==> src/rtl/alu8_issue_seq.sv <==
// Issue/writeback sequencer around an 8-bit combinational ALU: registers one op onto the
// ALU inputs, captures the result a cycle later, and holds it under a valid/ready handshake.
module alu8_issue_seq #(
  parameter int CNT_W = 16
) (
  input  logic             clk,
  input  logic             rst_n,
  input  logic             in_valid,
  output logic             in_ready,
  input  logic [3:0]       in_opcode,
  input  logic [7:0]       in_op1,
  input  logic [7:0]       in_op2,
  input  logic             in_use_acc,
  output logic [3:0]       alu_opcode,
  output logic [7:0]       alu_operand1,
  output logic [7:0]       alu_operand2,
  input  logic [15:0]      alu_result,
  input  logic             alu_flagC,
  input  logic             alu_flagZ,
  output logic             out_valid,
  input  logic             out_ready,
  output logic [15:0]      out_result,
  output logic             out_flagC,
  output logic             out_flagZ,
  output logic             out_err,
  output logic [CNT_W-1:0] op_count,
  output logic [1:0]       dbg_state_o
);

  // Handshakes: a transfer happens on a rising edge where valid && ready are both 1;
  // valid never waits for ready, and out_* stay frozen while out_valid && !out_ready.
  typedef enum logic [1:0] {
    IDLE = 2'd0,
    EXEC = 2'd1,
    HOLD = 2'd2
  } state_e;

  localparam logic [3:0] OP_DIV = 4'd3;

  state_e           state_q;
  logic [3:0]       alu_opcode_q;
  logic [7:0]       alu_operand1_q;
  logic [7:0]       alu_operand2_q;
  logic [7:0]       acc_q;
  logic             out_valid_q;
  logic [15:0]      out_result_q;
  logic             out_flagC_q;
  logic             out_flagZ_q;
  logic             out_err_q;
  logic [CNT_W-1:0] op_count_q;

  logic       accept;
  logic       consume;
  logic [7:0] operand1_d;
  logic       exec_err;

  always_comb begin
    in_ready   = rst_n & ((state_q == IDLE) | ((state_q == HOLD) & out_ready));
    accept     = in_valid & in_ready;
    consume    = out_valid_q & out_ready;
    operand1_d = in_use_acc ? acc_q : in_op1;
    // Screened ops never trust the ALU output; opcodes above XOR are undefined.
    exec_err   = (alu_opcode_q > 4'd8) | ((alu_opcode_q == OP_DIV) & (alu_operand2_q == 8'd0));
  end

  always_ff @(posedge clk) begin
    if (!rst_n) begin
      state_q        <= IDLE;
      alu_opcode_q   <= '0;
      alu_operand1_q <= '0;
      alu_operand2_q <= '0;
      acc_q          <= '0;
      out_valid_q    <= 1'b0;
      out_result_q   <= '0;
      out_flagC_q    <= 1'b0;
      out_flagZ_q    <= 1'b0;
      out_err_q      <= 1'b0;
      op_count_q     <= '0;
    end else begin
      if (consume) begin
        out_valid_q <= 1'b0;
        op_count_q  <= op_count_q + CNT_W'(1);
      end
      if (accept) begin
        alu_opcode_q   <= in_opcode;
        alu_operand1_q <= operand1_d;
        alu_operand2_q <= in_op2;
      end
      case (state_q)
        IDLE: begin
          if (accept) state_q <= EXEC;
        end
        EXEC: begin
          out_valid_q <= 1'b1;
          state_q     <= HOLD;
          if (exec_err) begin
            out_result_q <= '0;
            out_flagC_q  <= 1'b0;
            out_flagZ_q  <= 1'b0;
            out_err_q    <= 1'b1;
          end else begin
            out_result_q <= alu_result;
            out_flagC_q  <= (alu_opcode_q <= 4'd1) ? alu_flagC : 1'b0;
            out_flagZ_q  <= alu_flagZ;
            out_err_q    <= 1'b0;
            acc_q        <= alu_result[7:0];
          end
        end
        HOLD: begin
          if (out_ready) state_q <= in_valid ? EXEC : IDLE;
        end
        default: state_q <= IDLE;
      endcase
    end
  end

  assign alu_opcode   = alu_opcode_q;
  assign alu_operand1 = alu_operand1_q;
  assign alu_operand2 = alu_operand2_q;
  assign out_valid    = out_valid_q;
  assign out_result   = out_result_q;
  assign out_flagC    = out_flagC_q;
  assign out_flagZ    = out_flagZ_q;
  assign out_err      = out_err_q;
  assign op_count     = op_count_q;
  assign dbg_state_o  = state_q;

endmodule
==> config.mk <==
export PLATFORM = sky130hd
export DESIGN_NAME = alu8_issue_seq
export DESIGN_NICKNAME = d
export VERILOG_FILES = /design/src/rtl/alu8_issue_seq.sv
export SDC_FILE = /design/constraint.sdc
export NUM_CORES = 1
export LEC_CHECK = 0
export CORE_ASPECT_RATIO = 0.8
export CORE_MARGIN = 2
export CORE_UTILIZATION = 23
export CTS_CLUSTER_SIZE = 24
export DETAILED_ROUTE_END_ITERATION = 8
export PLACE_DENSITY_LB_ADDON = 0.12
export SLEW_MARGIN = 20
export SYNTH_ARGS = -nofsm -noshare
export SYNTH_HDL_FRONTEND = slang
export SYNTH_SLANG_ARGS = --single-unit
export TNS_END_PERCENT = 1
==> constraint.sdc <==
create_clock -name clk -period 1.7 [get_ports clk]
set_clock_uncertainty 0.1 [all_clocks]
set_input_delay 0.34 -clock clk [delete_from_list [all_inputs] [get_ports clk]]
set_output_delay 0.34 -clock clk [all_outputs]
set_load 0.05 [all_outputs]
======== Word-level counts from Yosys, hierarchy flattened ========
Cells that the tools add are included.
cells by class
  $add $sub $neg .......................... 1
  $lt $le $gt $ge ......................... 2
  equality and inequality tests ........... 5
  multiplexer cells ....................... 12
  bitwise operators ....................... 8
  reductions and logical operators ........ 5
operators by type and width
  cell                                                                              count
  16-bit by 1-bit adder with 16-bit output, second input constant                   1
  16-bit 2-to-1 mux                                                                 1
  8-bit logical NOT                                                                 1
  8-bit 2-to-1 mux                                                                  1
  1-bit 2-to-1 mux                                                                  7
  2-bit one-hot mux with 3 select lines                                             1
  1-bit AND                                                                         5
  4-bit by 2-bit equality test with 1-bit output, second input constant             1
  4-bit > comparator, second input constant                                         1
  4-bit by 1-bit less-or-equal comparator with 1-bit output, second input constant  1
  2-bit 2-to-1 mux                                                                  2
  2-bit inequality test, second input constant                                      2
  2-bit AND reduction                                                               2
  2-bit by 1-bit equality test with 1-bit output, second input constant             1
  2-bit equality test, second input constant                                        1
  2-bit logical NOT                                                                 1
  1-bit bitwise OR                                                                  2
  2-bit nonzero test                                                                1
  1-bit inverter                                                                    1
word-level totals
  bits in registers ....................... 66
  bits of input ports ..................... 43
  output and inout port bits .............. 59
  word-level logic and storage cells ...... 44

======== Depth between registers and ports, before layout ========
  depth in word-level cells ............... 7
  gate-level depth with buffers ........... 7
  mapped depth without buffers ............ 5

======== Worst setup path after synthesis ========
No wires, ideal clock.
  path kind ............................... input to output
  start ................................... in rst_n
  end ..................................... out in_ready
  arrival time ............................ 1.903 ns
  data required time ...................... 1.260 ns
  path slack .............................. -0.643 ns
  stages .................................. 4
  path buffers ............................ 2
  cells stage by stage .................... buf_4 > inv_1 > clkbuf_1 > nor3b_1
between the ends
  word-level cells in the longest chain between the ends .. 1
ends and longest elaborated chain
  item             RTL line  RTL
  start, declared  7         input logic rst_n,
  1-bit AND        58        in_ready = rst_n & ((state_q == IDLE) | ((state_q == HOLD) & out_ready));
  end, declared    9         output logic in_ready,
Every way passes these cells.

======== Final worst setup path ========
  start ................................... in out_ready
  end ..................................... out in_ready
between the ends
  word-level cells in the longest chain between the ends .. 3
ends and longest elaborated chain
  item              RTL line  RTL
  start, declared   21        input logic out_ready,
  1-bit AND         58
  1-bit bitwise OR  58
  1-bit AND         58
Every way passes these cells.

==> results_dict.tcl <==
set metrics [dict create \
    wl_per_cell_microns 13.42 \
    root_buffer "clkbuf_16" \
    p_seq_frac 0.395 \
    finalHoldViolations 0 \
    cap_violations 0 \
    yosys.area.top_type_share 0.5199 \
    die_w_microns 121.5 \
    synth_area_leaders "dfxtp_1 (52%), a22o_2 (9.1%), nand2_1 (4.7%), mux2i_1 (4.3%), xnor2_1 (3.4%)" \
    critical_path_required_ns 1.26 \
    worst-setup-path-type "in2out" \
    worstMarginPinSlew_ns 0.3904 \
    period_minus_slack_ns 1.653 \
    die-area_sq_um 11910 \
    overflow 0 \
    place.gp.congestion 0.6879 \
    final_cells 531 \
    power.density_nw_per_um2 945.5 \
    grt_max_degree 37 \
    num_vias 2272 \
    hp-class "reg2reg" \
    end_kind "primary output" \
    wl_mm 7.128 \
    syn_inst 255 \
    clkTransAtPathRegs_ns 0.05 \
    drc 0 \
    worstSetupStartpointType "input pin" \
    drv_slew 0 \
    regArea_sq_um 1331 \
    ys_seq_elements 66 \
    clockBufferDepth 2 \
    synthFlopType "dfxtp_1" \
    synth_common_cells "dfxtp_1 (66), nand2_1 (32), a22o_2 (23), nor2_1 (22), a21oi_1 (16)" \
    die_y_microns 98.02 \
    cts_made_buffers 9 \
    p_int_uw 3167 \
    layout-drive-gt1-share 0.3824 \
    crit_chain "clkdlybuf4s15_1 -> nand2b_1 -> nor3b_4 -> buf_12" \
    power.share.clock 0.446 \
    place_inst 514 \
    multi_input_area_sq_um 1156 \
    cts_hold_buf 0 \
    switching_share 0.2489 \
    yosys.area.top_type "dfxtp_1" \
    dpl.hpwl_mm 5.199 \
    final_nets 427 \
    syn_to_final_growth_pct 75.53 \
    pwr-share-comb 0.159 \
    grt_pass1_wl_mm 11.49 \
    finalCritPeriodShare 0.9721 \
    antenna_found_initial 0 \
    ant_nets 0 \
    critPathMaxStageDelay_ns 0.28 \
    synth_area_sq_um 2541 \
    fmax_mhz 605.1 \
    pin_count 102 \
    fill_cells 1092 \
    arrival_ns 1.21 \
    design_area_sq_um 4461 \
    worst_hold_slack_ns 0.3770 \
    n_antenna_cell 0 \
    yosysSeqAreaShare 0.5199 \
    cts_tree "yes" \
    cts_sinks 66 \
    clock_insertion_delay_worst_skew_ns 0.32 \
    io_buffers 101 \
    p_leak_uw 0.001807 \
    cts_max_level 3 \
    irDropWorstVdd_v 0.0004657 \
    ys_types 35 \
    place_area_sq_um 4084 \
    drt_iter0_markers 113 \
    first_pass_iters 4 \
    relSlewSlack 0.7397 \
    status "finished, final reports clean" \
    vias_per_cell 4.279 \
    setup_violations 0 \
    cp_slowest_cell "clkdlybuf4s15_1" \
    yosys_warnings 0 \
    synthMostInstantiatedCell "dfxtp_1" \
    track_usage 0.1235 \
    grt_pass1_vias 2242 \
    synthArstFlopShare 0 \
    p_switching_uw 1050 \
    synth_fp_nets 299 \
    start_util 0.2352 \
    core-area_sq_um 10810 \
    avgSynthCellArea_sq_um 9.965 \
    std_cell_rows 34 \
    path_max_fanout 6 \
    synth_edf_count 0 \
]
-- sequential cells by signal, indices dropped and copies added, names as in the netlist, 2 cells and up --
| name | cells |
|---|---|
| acc_q | 8 |
| op_count | 16 |
| dbg_state_o | 2 |
| out_result | 16 |
| alu_operand1 | 8 |
| alu_operand2 | 8 |
| alu_opcode | 4 |
-- layout make-up --
type	instances	area share
Sequential cell	66	0.2985
Inverter	6	0.005049
Clock buffer	13	0.06059
Timing Repair Buffer	133	0.3285
Tap cell	144	0.04039
Multi-Input combinational cell	167	0.2592
Clock inverter	2	0.007854
-- power groups by stage --
stage | sequential [uW] | clock, uW | combinational [uW]
final | 1670 | 1880 | 671
after detailed placement | 1690 | 0 | 673
after global placement | 1690 | 0 | 670
after floorplan | 1880 | 0 | 173
after CTS | 1660 | 1960 | 676
after global routing | 1670 | 2030 | 712
-- critical path: cells and delay by family --
kind,cells,cell delay [ns]
and+or+nand+nor,2,0.42
buffers and inverters,2,0.45
-- cells by family (layout without fill, tap and decap cells) --
group	count (synthesis)	after routing	synth area share
and+or+nand+nor	90	90	0.1773
buffers and inverters	22	154	0.04874
AOI/OAI and AO/OA	54	54	0.1679
adders and majority gates	1	1	0.004923
xor gates and xnor gates	11	11	0.03791
muxes	11	11	0.04333
DFF	66	66	0.5199
-- layer usage --
layer,routed length [microns],vias to the layer above,part of all wire,GRT usage
met5,0,-,0,0
met1,3496,1026,0.49,0.1683
met4,82,0,0.012,0.03714
li1,-,1158,-,-
met3,532,10,0.075,0.04790
met2,3016,78,0.42,0.1802
-- cells in the final DEF, fill, tap and decap left out, types with 4 or more instances in the layout --
master / netlist / final
a211oi_1: 8 / 8
a21oi_1: 16 / 16
a22o_2: 23 / 23
buf_12: 0 / 29
buf_4: 2 / 62
clkbuf_16: 0 / 9
clkdlybuf4s50_1: 0 / 40
dfxtp_1: 66 / 58
dfxtp_2: 0 / 8
inv_1: 6 / 5
mux2i_1: 11 / 11
nand2_1: 32 / 32
nand2b_1: 7 / 7
nand3_1: 7 / 6
nor2_1: 22 / 22
nor3_1: 4 / 4
xnor2_1: 10 / 10
-- repair_timing --
item | CTS | global route
gates resized for setup | 6 | 9
endpoints found under the setup margin | 24 | 31
hold endpoints to repair | 0 | 0
setup buffers | 0 | 2
pin swaps | 0 | 1
-- through the flow --
| step | util | power (uW) | setup TNS [ns] | setup WS (ns) |
|---|---|---|---|---|
| 3_5_place_dp | 0.3780 | 2366 | -11.34 | -0.3353 |
| 4_1_cts | 0.4072 | 4294 | 0 | 0.03965 |
| 6_report | 0.4128 | 4217 | 0 | 0.04742 |
| 5_1_grt | 0.4128 | 4413 | -0.004848 | -0.004848 |
| 3_3_place_gp | 0.3780 | 2363 | -10.39 | -0.2995 |
| 2_1_floorplan | - | 2049 | -3.419 | -0.1517 |
-- path summary, 6_finish.rpt --
check                           cells past startpoint  slack [ns]             from              to
worst min-delay path                                1        0.38   out_result[13]  out_result[13]
worst max-delay path                                4        0.05        out_ready        in_ready
worst max register to register                      5        0.10  alu_operand2[2]   out_result[9]
worst min register to register                      1        0.38   out_result[13]  out_result[13]
No activity file was read; power rests on OpenSTA's default activity.
